===== config.mk =====
export PLATFORM = sky130hd
export DESIGN_NAME = alu_cmd_sequencer_flat
export DESIGN_NICKNAME = d
export VERILOG_FILES = /design/src/rtl/alu_pkg.sv /design/src/rtl/alu_cmd_sequencer_if.sv /design/src/rtl/alu_cmd_fifo.sv /design/src/rtl/alu_cmd_sequencer.sv /design/src/flat_wrapper.sv
export SDC_FILE = /design/constraint.sdc
export NUM_CORES = 1
export LEC_CHECK = 0
export CORE_ASPECT_RATIO = 0.6
export CORE_MARGIN = 8
export CORE_UTILIZATION = 45
export CTS_CLUSTER_SIZE = 16
export DETAILED_ROUTE_END_ITERATION = 7
export DONT_BUFFER_PORTS = 1
export GPL_TIMING_DRIVEN = 0
export PLACE_DENSITY_LB_ADDON = 0.3
export SLEW_MARGIN = 20
export SYNTH_ARGS = -nofsm -noshare
export SYNTH_HDL_FRONTEND = slang
export SYNTH_HIERARCHICAL = 1
export SYNTH_SLANG_ARGS = --single-unit

===== constraint.sdc =====
create_clock -name clk -period 2.5 [get_ports clk]
set_clock_uncertainty 0.05 [all_clocks]
set_input_delay 0.75 -clock clk [delete_from_list [all_inputs] [get_ports clk]]
set_output_delay 0.75 -clock clk [all_outputs]
set_load 0.01 [all_outputs]

===== src/rtl/alu_pkg.sv =====
// Shared definitions for the ALU command sequencer: opcodes, FSM states and
// command record sizing.
package alu_pkg;

    localparam logic [2:0] OP_ADD = 3'b000;
    localparam logic [2:0] OP_SUB = 3'b001;
    localparam logic [2:0] OP_MUL = 3'b010;
    localparam logic [2:0] OP_DIV = 3'b011;
    localparam logic [2:0] OP_SHL = 3'b100;
    localparam logic [2:0] OP_SHR = 3'b101;
    localparam logic [2:0] OP_ROL = 3'b110;
    localparam logic [2:0] OP_ROR = 3'b111;

    typedef enum logic [1:0] {
        IDLE  = 2'd0,
        ISSUE = 2'd1,
        WAIT  = 2'd2,
        RESP  = 2'd3
    } state_t;

    // Command record is {op, chain, a, b}.
    function automatic int cmd_width(input int n, input int m);
        return (m - 1) + 1 + 2 * n;
    endfunction

    // Reserved opcodes return operand a from the unit and are flagged via rsp_err.
    function automatic logic is_reserved(input logic [2:0] op);
        return (op == OP_MUL) || (op == OP_DIV);
    endfunction

endpackage


===== src/rtl/alu_cmd_sequencer_if.sv =====
// Bus between the sequencer and its surroundings: command port, arithmetic
// unit port and response port.
interface alu_cmd_sequencer_if #(
    parameter int N = 4,
    parameter int M = 4
);
    logic           cmd_valid;
    logic           cmd_ready;
    logic [M-2:0]   cmd_op;
    logic           cmd_chain;
    logic [N-1:0]   cmd_a;
    logic [N-1:0]   cmd_b;

    logic [M-2:0]   ariu_instr;
    logic [N-1:0]   ariu_a;
    logic [N-1:0]   ariu_b;
    logic [N-1:0]   ariu_result;

    logic           rsp_valid;
    logic           rsp_ready;
    logic [N-1:0]   rsp_data;
    logic           rsp_err;
    logic           busy;

    // master: control logic plus arithmetic unit; slave: the sequencer.
    modport master (
        output cmd_valid, cmd_op, cmd_chain, cmd_a, cmd_b, rsp_ready, ariu_result,
        input  cmd_ready, ariu_instr, ariu_a, ariu_b, rsp_valid, rsp_data, rsp_err, busy
    );

    modport slave (
        input  cmd_valid, cmd_op, cmd_chain, cmd_a, cmd_b, rsp_ready, ariu_result,
        output cmd_ready, ariu_instr, ariu_a, ariu_b, rsp_valid, rsp_data, rsp_err, busy
    );

endinterface


===== src/rtl/alu_cmd_fifo.sv =====
// Synchronous command FIFO with head exposed from storage, full/empty flags
// and same-cycle push/pop.
module alu_cmd_fifo #(
    parameter int W     = 15,
    parameter int DEPTH = 4
) (
    input  logic         clk,
    input  logic         rst,
    input  logic         push,
    input  logic [W-1:0] wdata,
    input  logic         pop,
    output logic [W-1:0] head,
    output logic         full,
    output logic         empty
);

    localparam int AW = $clog2(DEPTH);

    logic [W-1:0]  mem [DEPTH];
    logic [AW-1:0] wr_ptr;
    logic [AW-1:0] rd_ptr;
    logic [AW:0]   count;
    logic          do_push;
    logic          do_pop;

    assign full    = (count == (AW + 1)'(DEPTH));
    assign empty   = (count == '0);
    assign do_push = push && !full;
    assign do_pop  = pop && !empty;
    assign head    = mem[rd_ptr];

    // NOTE: the storage array is deliberately not reset; the pointers and
    // count define validity, so resetting the data would only cost flops.
    always_ff @(posedge clk) begin
        if (do_push) begin
            mem[wr_ptr] <= wdata;
        end
    end

    always_ff @(posedge clk or posedge rst) begin
        if (rst) begin
            wr_ptr <= '0;
            rd_ptr <= '0;
            count  <= '0;
        end else begin
            if (do_push) begin
                wr_ptr <= wr_ptr + 1'b1;
            end
            if (do_pop) begin
                rd_ptr <= rd_ptr + 1'b1;
            end
            case ({do_push, do_pop})
                2'b10:   count <= count + 1'b1;
                2'b01:   count <= count - 1'b1;
                default: count <= count;
            endcase
        end
    end

endmodule


===== src/rtl/alu_cmd_sequencer.sv =====
// Initiator for the registered arithmetic unit: buffers commands, issues one
// at a time, captures results and returns them with an optional accumulator chain.
module alu_cmd_sequencer
    import alu_pkg::*;
#(
    parameter int N     = 4,
    parameter int M     = 4,
    parameter int DEPTH = 4
) (
    input  logic                clk,
    input  logic                rst,
    alu_cmd_sequencer_if.slave  bus
);

    localparam int CW = cmd_width(N, M);

    logic [CW-1:0] head;
    logic          fifo_full;
    logic          fifo_empty;
    logic          fifo_pop;

    logic [M-2:0]  head_op;
    logic          head_chain;
    logic [N-1:0]  head_a;
    logic [N-1:0]  head_b;

    state_t        state;
    logic [N-1:0]  acc;
    logic [M-2:0]  instr_q;
    logic [N-1:0]  a_q;
    logic [N-1:0]  b_q;
    logic          rsp_valid_q;
    logic [N-1:0]  rsp_data_q;
    logic          rsp_err_q;

    assign {head_op, head_chain, head_a, head_b} = head;

    // The unit samples its inputs at the edge that ends ISSUE, so pop there.
    assign fifo_pop = (state == ISSUE);

    alu_cmd_fifo #(
        .W     (CW),
        .DEPTH (DEPTH)
    ) u_fifo (
        .clk   (clk),
        .rst   (rst),
        .push  (bus.cmd_valid),
        .wdata ({bus.cmd_op, bus.cmd_chain, bus.cmd_a, bus.cmd_b}),
        .pop   (fifo_pop),
        .head  (head),
        .full  (fifo_full),
        .empty (fifo_empty)
    );

    assign bus.cmd_ready  = !fifo_full;
    assign bus.busy       = !fifo_empty || (state != IDLE);
    assign bus.ariu_instr = instr_q;
    assign bus.ariu_a     = a_q;
    assign bus.ariu_b     = b_q;
    assign bus.rsp_valid  = rsp_valid_q;
    assign bus.rsp_data   = rsp_data_q;
    assign bus.rsp_err    = rsp_err_q;

    // NOTE: all state updates use non-blocking assignments so every register
    // sees the values from before the edge, independent of statement order.
    always_ff @(posedge clk or posedge rst) begin
        if (rst) begin
            state       <= IDLE;
            acc         <= '0;
            instr_q     <= '0;
            a_q         <= '0;
            b_q         <= '0;
            rsp_valid_q <= 1'b0;
            rsp_data_q  <= '0;
            rsp_err_q   <= 1'b0;
        end else begin
            case (state)
                IDLE: begin
                    if (!fifo_empty) begin
                        instr_q <= head_op;
                        a_q     <= head_chain ? acc : head_a;
                        b_q     <= head_b;
                        state   <= ISSUE;
                    end
                end
                ISSUE: begin
                    state <= WAIT;
                end
                WAIT: begin
                    // ariu_result is only trusted here; the unit has no reset.
                    rsp_data_q  <= bus.ariu_result;
                    acc         <= bus.ariu_result;
                    rsp_err_q   <= is_reserved(3'(instr_q));
                    rsp_valid_q <= 1'b1;
                    state       <= RESP;
                end
                RESP: begin
                    if (bus.rsp_ready) begin
                        rsp_valid_q <= 1'b0;
                        if (!fifo_empty) begin
                            instr_q <= head_op;
                            a_q     <= head_chain ? acc : head_a;
                            b_q     <= head_b;
                            state   <= ISSUE;
                        end else begin
                            state <= IDLE;
                        end
                    end
                end
                default: state <= IDLE;
            endcase
        end
    end

endmodule


===== src/flat_wrapper.sv =====
// flat-port wrapper written by rule: the top's interface ports become plain ports
module alu_cmd_sequencer_flat import alu_pkg::*;
#(
    parameter int N     = 4,
    parameter int M     = 4,
    parameter int DEPTH = 4
)
  (clk, rst, bus_cmd_valid, bus_cmd_op, bus_cmd_chain, bus_cmd_a, bus_cmd_b, bus_rsp_ready, bus_ariu_result, bus_cmd_ready, bus_ariu_instr, bus_ariu_a, bus_ariu_b, bus_rsp_valid, bus_rsp_data, bus_rsp_err, bus_busy);
  alu_cmd_sequencer_if #(.N(N), .M(M)) bus_i ();
  input  logic clk;
  input  logic rst;
  input wire logic [$bits(bus_i.cmd_valid)-1:0] bus_cmd_valid;
  input wire logic [$bits(bus_i.cmd_op)-1:0] bus_cmd_op;
  input wire logic [$bits(bus_i.cmd_chain)-1:0] bus_cmd_chain;
  input wire logic [$bits(bus_i.cmd_a)-1:0] bus_cmd_a;
  input wire logic [$bits(bus_i.cmd_b)-1:0] bus_cmd_b;
  input wire logic [$bits(bus_i.rsp_ready)-1:0] bus_rsp_ready;
  input wire logic [$bits(bus_i.ariu_result)-1:0] bus_ariu_result;
  output wire logic [$bits(bus_i.cmd_ready)-1:0] bus_cmd_ready;
  output wire logic [$bits(bus_i.ariu_instr)-1:0] bus_ariu_instr;
  output wire logic [$bits(bus_i.ariu_a)-1:0] bus_ariu_a;
  output wire logic [$bits(bus_i.ariu_b)-1:0] bus_ariu_b;
  output wire logic [$bits(bus_i.rsp_valid)-1:0] bus_rsp_valid;
  output wire logic [$bits(bus_i.rsp_data)-1:0] bus_rsp_data;
  output wire logic [$bits(bus_i.rsp_err)-1:0] bus_rsp_err;
  output wire logic [$bits(bus_i.busy)-1:0] bus_busy;
  assign bus_i.cmd_valid = bus_cmd_valid;
  assign bus_i.cmd_op = bus_cmd_op;
  assign bus_i.cmd_chain = bus_cmd_chain;
  assign bus_i.cmd_a = bus_cmd_a;
  assign bus_i.cmd_b = bus_cmd_b;
  assign bus_i.rsp_ready = bus_rsp_ready;
  assign bus_i.ariu_result = bus_ariu_result;
  assign bus_cmd_ready = bus_i.cmd_ready;
  assign bus_ariu_instr = bus_i.ariu_instr;
  assign bus_ariu_a = bus_i.ariu_a;
  assign bus_ariu_b = bus_i.ariu_b;
  assign bus_rsp_valid = bus_i.rsp_valid;
  assign bus_rsp_data = bus_i.rsp_data;
  assign bus_rsp_err = bus_i.rsp_err;
  assign bus_busy = bus_i.busy;
  alu_cmd_sequencer #(.N(N), .M(M), .DEPTH(DEPTH)) u_core (.clk(clk), .rst(rst), .bus(bus_i));
endmodule

==> results of run 1 <==
final cells by class:
type / instances / area, sq um / area share, %
sequential: 74 / 2092 / 59.25
multi-input combinational: 73 / 920.9 / 26.08
clock buffer: 12 / 257.7 / 7.300
tap: 87 / 108.9 / 3.083
clock inverter: 4 / 51.30 / 1.453
buffer: 5 / 51.30 / 1.453
inverter: 13 / 48.80 / 1.382
cell usage after synthesis:
cell / instances
edfxtp_1: 48
dfrtp_1: 26
inv_1: 13
mux2_4: 11
ha_1: 10
mux2_2: 10
mux4_2: 8
and2_1: 4
mux4_1: 4
a21oi_1: 3
nand2_1: 3
xnor2_1: 3
xor2_1: 3
buf_6: 2
nor2_1: 2
a32oi_1: 1
buf_12: 1
buf_2: 1
clkbuf_1: 1
fa_1: 1
mux2i_1: 1
nor2b_2: 1
nor2b_4: 1
nor3_1: 1
nor3b_2: 1
o221ai_1: 1
o22ai_1: 1
o31a_1: 1
or2b_1: 1
or3_4: 1
logic make-up after synthesis:
kind of cell,after synthesis,synth area share (%)
adder cells (fa/ha/maj),11,4.662
flip-flops,74,67.20
AND/OR/NAND/NOR,15,3.296
buffers and inverters,18,3.215
XOR/XNOR,6,1.688
AO/OA/AOI/OAI,7,1.527
multiplexers,34,18.41
power by group:
part           internal, mW  switching [mW]  leakage [nW]  total [mW]
Clock                 0.833           0.464         0.148        1.30
Sequential             1.72           0.308         0.745        2.03
Combinational         0.950           0.737         0.469        1.69
Total                  3.50            1.51          1.36        5.01
sequential cells by signal (all words and copies together) (netlist names):
register               count
u_core/bus.rsp_data        4
u_core/bus.rsp_err         1
u_core/u_fifo/rd_ptr       2
u_core/bus.ariu_b          4
u_core/bus.ariu_a          4
u_core/state               2
u_core/u_fifo/wr_ptr       2
u_core/u_fifo/mem         48
u_core/bus.ariu_instr      3
u_core/bus.rsp_valid       1
u_core/u_fifo/count        3
worst paths after layout:
kind	start	endpoint	slack, ns	cells past startpoint
worst max-delay path	u_core/u_fifo/count[0]$_DFFE_PP0P_	bus_busy	0.24	2
worst min-delay path	rst	u_core/u_fifo/count[0]$_DFFE_PP0P_	0.19	1
worst max register to register	u_core/state[1]$_DFFE_PP0P_	u_core/u_fifo/count[2]$_DFFE_PP0P_	0.29	9
worst min register to register	u_core/u_fifo/count[2]$_DFFE_PP0P_	u_core/u_fifo/count[2]$_DFFE_PP0P_	0.47	1
max in group asynchronous	rst	u_core/bus.ariu_instr[2]$_DFFE_PP0P_	1.51	1
min in group clk	bus_rsp_ready	u_core/bus.rsp_valid$_DFFE_PP0P_	0.46	1
per-stage QoR:
stage	setup slack, ns	total power [mW]	instances	utilization (%)
4_1_cts	0.2034	5.082	268	52.89
5_1_grt	0.09566	5.322	268	52.89
2_1_floorplan	0.4317	3.384	165	-
3_5_place_dp	0.2682	3.767	252	48.26
6_report	0.2356	5.013	268	52.89
3_3_place_gp	0.3882	3.639	252	48.26
worst max-delay path, cell delays in order (launching register included):
cell	delay, ns
dfrtp_1	0.44
nor3_1	0.46
nand2_1	0.24
layer usage:
metal  track usage (%)  vias to the layer above
met1             13.64                      721
met5                 0                        -
met3             5.248                       12
li1                  -                      642
met2             19.40                       45
met4             8.244                        0
==> results.toml, run 1 <==
[status]
status = "completed"

[place]
placed_area_sq_um = 3222
gp_congestion = 0.7083
numPortBuffers = 0
dp_hpwl_mm = 3.788

[clock_network]
cts_setup_buffers = 0
tritoncts = "built"
clkSinkCount = 74
cts_buffers = 9
hold_buffers = 0
path_clk_slew_ns = 0.06
clkLatencyLatePin_ns = 0.33
cts.htree.levels = 3
cts_buffer_depth = 2
cts_root_buf = "clkbuf_16"
cts.repair.resized = 0

[global_routing]
antenna_found_initial = 0
grt_pass1_vias = 1566
overflow = 0
grt_max_degree = 20
grt_first_pass_wirelength_mm = 8.707
grt_usage_pct = 12.36

[timing]
drv_slew = 0
finalSetupTns_ns = 0
fmax_mhz = 441.6
rsz0062_at_grt = "false"
holdWs_ns = 0.1908
final.min_clock_period_ns = 2.264
period_share_pct = 90.58
setup_viol = 0
tightest_slew_ns = 0.7695
hold_viol_final = 0
max_slew_margin_pct = 48.64

[drt]
wl_met3_microns = 521
wl_per_cell_microns = 20.27
drt_iter0_drc = 68
wl_met2_mm = 2.644
vias_per_cell = 5.299
firstDrtPassIters = 6
vias = 1420
drc = 0
wl_mm = 5.432
met1_length_mm = 2.142
routed.top_layer = "met4"
drtAntennaViolNets = 0

[layout]
final_cell_mix = "edfxtp_1 (48), dfrtp_1 (26), inv_1 (13), mux2_4 (11)"
area_delta_synth_final_pct = 13.42
drive_above_1_share_pct = 28.18
n_fill_cell = 503
diodes = 0
layout_commonest_cell = "edfxtp_1"
final_area_sq_um = 3531
fin_nets = 207

[die]
die-area_sq_um = 9922
start_util_pct = 46.63
die_h_microns = 80.43
core-area_sq_um = 6676
io_pins = 39
die_w_microns = 123.4
row_count = 23

[logic_synthesis]
post_synth_main_area_contributors = "edfxtp_1 (46%), dfrtp_1 (21%), mux4_2 (5.8%)"
ys_warn_count = 6
seq_area_frac_synth_pct = 67.20
synth_top_area_share_pct = 46.30
synthCells = 165
synth_top_area_cell = "edfxtp_1"
synth_cell_types = 30
synth_area_sq_um = 3113
ys_ff_latch = 74
synth_fp_nets = 196
avgSynthCellArea_sq_um = 18.87

[critical_path]
required_ns = 1.70
path_class = "reg -> out"
cp.arrival_ns = 1.46
cp-end-kind = "output pin"
crit_fanout = 5
cp-start-kind = "register"

[pwr]
power.leakage_nw = 1.362
p_per_area_nw_per_um2 = 1420
max-vdd-ir-drop_v = 0.0007286

[min_path]
hold_class = "in -> async"

[run]
maxCapViolations = 0
(Power assumes the default switching activity.)
==> run 2, diff against run 1 <==
--- a/config.mk
+++ b/config.mk
@@ -5,6 +5,7 @@
 export SDC_FILE = /design/constraint.sdc
 export NUM_CORES = 1
 export LEC_CHECK = 0
+export CAP_MARGIN = 40
 export CORE_ASPECT_RATIO = 0.6
 export CORE_MARGIN = 8
 export CORE_UTILIZATION = 45
@@ -13,7 +14,6 @@
 export DONT_BUFFER_PORTS = 1
 export GPL_TIMING_DRIVEN = 0
 export PLACE_DENSITY_LB_ADDON = 0.3
-export SLEW_MARGIN = 20
 export SYNTH_ARGS = -nofsm -noshare
 export SYNTH_HDL_FRONTEND = slang
 export SYNTH_HIERARCHICAL = 1
==> results of run 2 <==
Final layout, timing and power as in run 1 (identical DEF).
==> run 3, diff against run 2 <==
--- a/config.mk
+++ b/config.mk
@@ -13,7 +13,6 @@
 export DETAILED_ROUTE_END_ITERATION = 7
 export DONT_BUFFER_PORTS = 1
 export GPL_TIMING_DRIVEN = 0
-export PLACE_DENSITY_LB_ADDON = 0.3
 export SYNTH_ARGS = -nofsm -noshare
 export SYNTH_HDL_FRONTEND = slang
 export SYNTH_HIERARCHICAL = 1
==> results.toml, run 3 (synthesis gave the netlist of run 1 again) <==
[timing]
tightest_slew_ns = 0.7740
max_slew_margin_pct = 48.34
setup_viol = 0
finalSetupTns_ns = 0
drv_slew = 0
final.min_clock_period_ns = 2.258
hold_viol_final = 0
rsz0062_at_grt = "false"
fmax_mhz = 442.8
period_share_pct = 90.33

[layout]
stdcell_count = 268
fin_nets = 207
n_fill_cell = 523
diodes = 0
final_cell_mix = "edfxtp_1 (48), dfrtp_1 (26), inv_1 (13), mux2_4 (11)"
drive_above_1_share_pct = 29.28
top_register = "u_core/u_fifo/mem"
fin_util_pct = 52.83
final_area_sq_um = 3527
area_delta_synth_final_pct = 13.30
layout_commonest_cell = "edfxtp_1"
largest_register_ffs = 48

[global_routing]
antenna_found_initial = 0
overflow = 0
grt_first_pass_wirelength_mm = 8.459
grt_usage_pct = 12.07
grt_pass1_vias = 1517
grt_max_degree = 20

[clock_network]
cts.repair.resized = 0
cts_root_buf = "clkbuf_16"
cts_buffer_depth = 2
cts.htree.levels = 3
cts_buffers = 9
tritoncts = "built"
hold_buffers = 0
clkLatencyLatePin_ns = 0.33
cts_setup_buffers = 0
path_clk_slew_ns = 0.06
clkSinkCount = 74

[die]
die_w_microns = 123.4
core-area_sq_um = 6676
die-area_sq_um = 9922
die_h_microns = 80.43
start_util_pct = 46.63
io_pins = 39
row_count = 23

[run]
maxCapViolations = 0

[critical_path]
cp-start-kind = "register"
crit_fanout = 5
reg2reg_depth = 9
required_ns = 1.70
ff2ff_setup_slack_ns = 0.38
crit_chain = "nor3_1, nand2_1"
cp.arrival_ns = 1.46
slowest_delay_ns = 0.47
r2r_end = "u_core/u_fifo/count[2]$_DFFE_PP0P_"
path_delay_family = "simple AND/OR/NAND/NOR gates"
worstReg2RegStart = "u_core/state[1]$_DFFE_PP0P_"
cpMaxStageDelayCell = "nor3_1"
cp-end-kind = "output pin"
path_buf_inv = 0
path_class = "reg -> out"

[drt]
vias_per_cell = 5.284
drc = 0
vias = 1416
wl_per_cell_microns = 20.56
firstDrtPassIters = 4
wl_mm = 5.511
drtAntennaViolNets = 0
drt_iter0_drc = 96

[status]
status = "completed"

[pwr]
power.leakage_nw = 1.356
max-vdd-ir-drop_v = 0.0007988
p_per_area_nw_per_um2 = 1422

[place]
gp_congestion = 0.7110
dp_hpwl_mm = 3.944
placed_area_sq_um = 3222
placedCellCount = 252
numPortBuffers = 0

[min_path]
hold_class = "in -> async"
==> run 3: layout make-up <==
type	count	area (sq um)	area share [%]
Clock buffer	9	225.2	6.385
Clock inverter	7	80.08	2.270
Multi-Input combinational cell	73	920.9	26.11
Tap cell	87	108.9	3.086
Sequential cell	74	2092	59.31
Buffer	5	51.30	1.454
Inverter	13	48.80	1.383
==> run 3: how the worst max path moves through the flow <==
| stage | startpoint | end | slack (ns) | cells past startpoint |
|---|---|---|---|---|
| detailed placement | bus_cmd_valid | u_core/u_fifo/count[2]$_DFFE_PP0P_ | 0.34 | 8 |
| CTS | u_core/u_fifo/count[0]$_DFFE_PP0P_ | bus_busy | 0.24 | 2 |
| finish | u_core/u_fifo/count[0]$_DFFE_PP0P_ | bus_busy | 0.24 | 2 |
| floorplan | bus_cmd_valid | u_core/u_fifo/count[2]$_DFFE_PP0P_ | 0.43 | 8 |
| global placement | bus_cmd_valid | u_core/u_fifo/count[2]$_DFFE_PP0P_ | 0.38 | 8 |
| global route | u_core/u_fifo/count[0]$_DFFE_PP0P_ | bus_busy | 0.13 | 2 |
==> run 3: report_power, final <==
group	internal, mW	leakage (nW)	switching, mW
sequential	1.72	0.745	0.309
combinational	0.956	0.469	0.761
clock	0.778	0.142	0.491
==> run 3: metrics by stage <==
step | power, mW | worst slack [ns] | hold slack, ns
final | 5.016 | 0.2417 | 0.1988
after global routing | 5.296 | 0.1294 | 0.2091
after floorplan | 3.384 | 0.4317 | 0.4256
after global placement | 3.669 | 0.3782 | 0.4401
after detailed placement | 3.797 | 0.3357 | 0.4816
after CTS | 5.073 | 0.2426 | 0.1981
==> run 3: routing by layer <==
| layer | share of wire [%] | up-vias | global-route usage, % | wire (microns) |
|---|---|---|---|---|
| li1 | - | 636 | - | - |
| met1 | 44 | 727 | 14.57 | 2450 |
| met2 | 45 | 47 | 17.46 | 2462 |
| met3 | 9.4 | 6 | 6.158 | 517 |
| met4 | 1.5 | 0 | 6.213 | 81 |
| met5 | 0 | - | 0 | 0 |
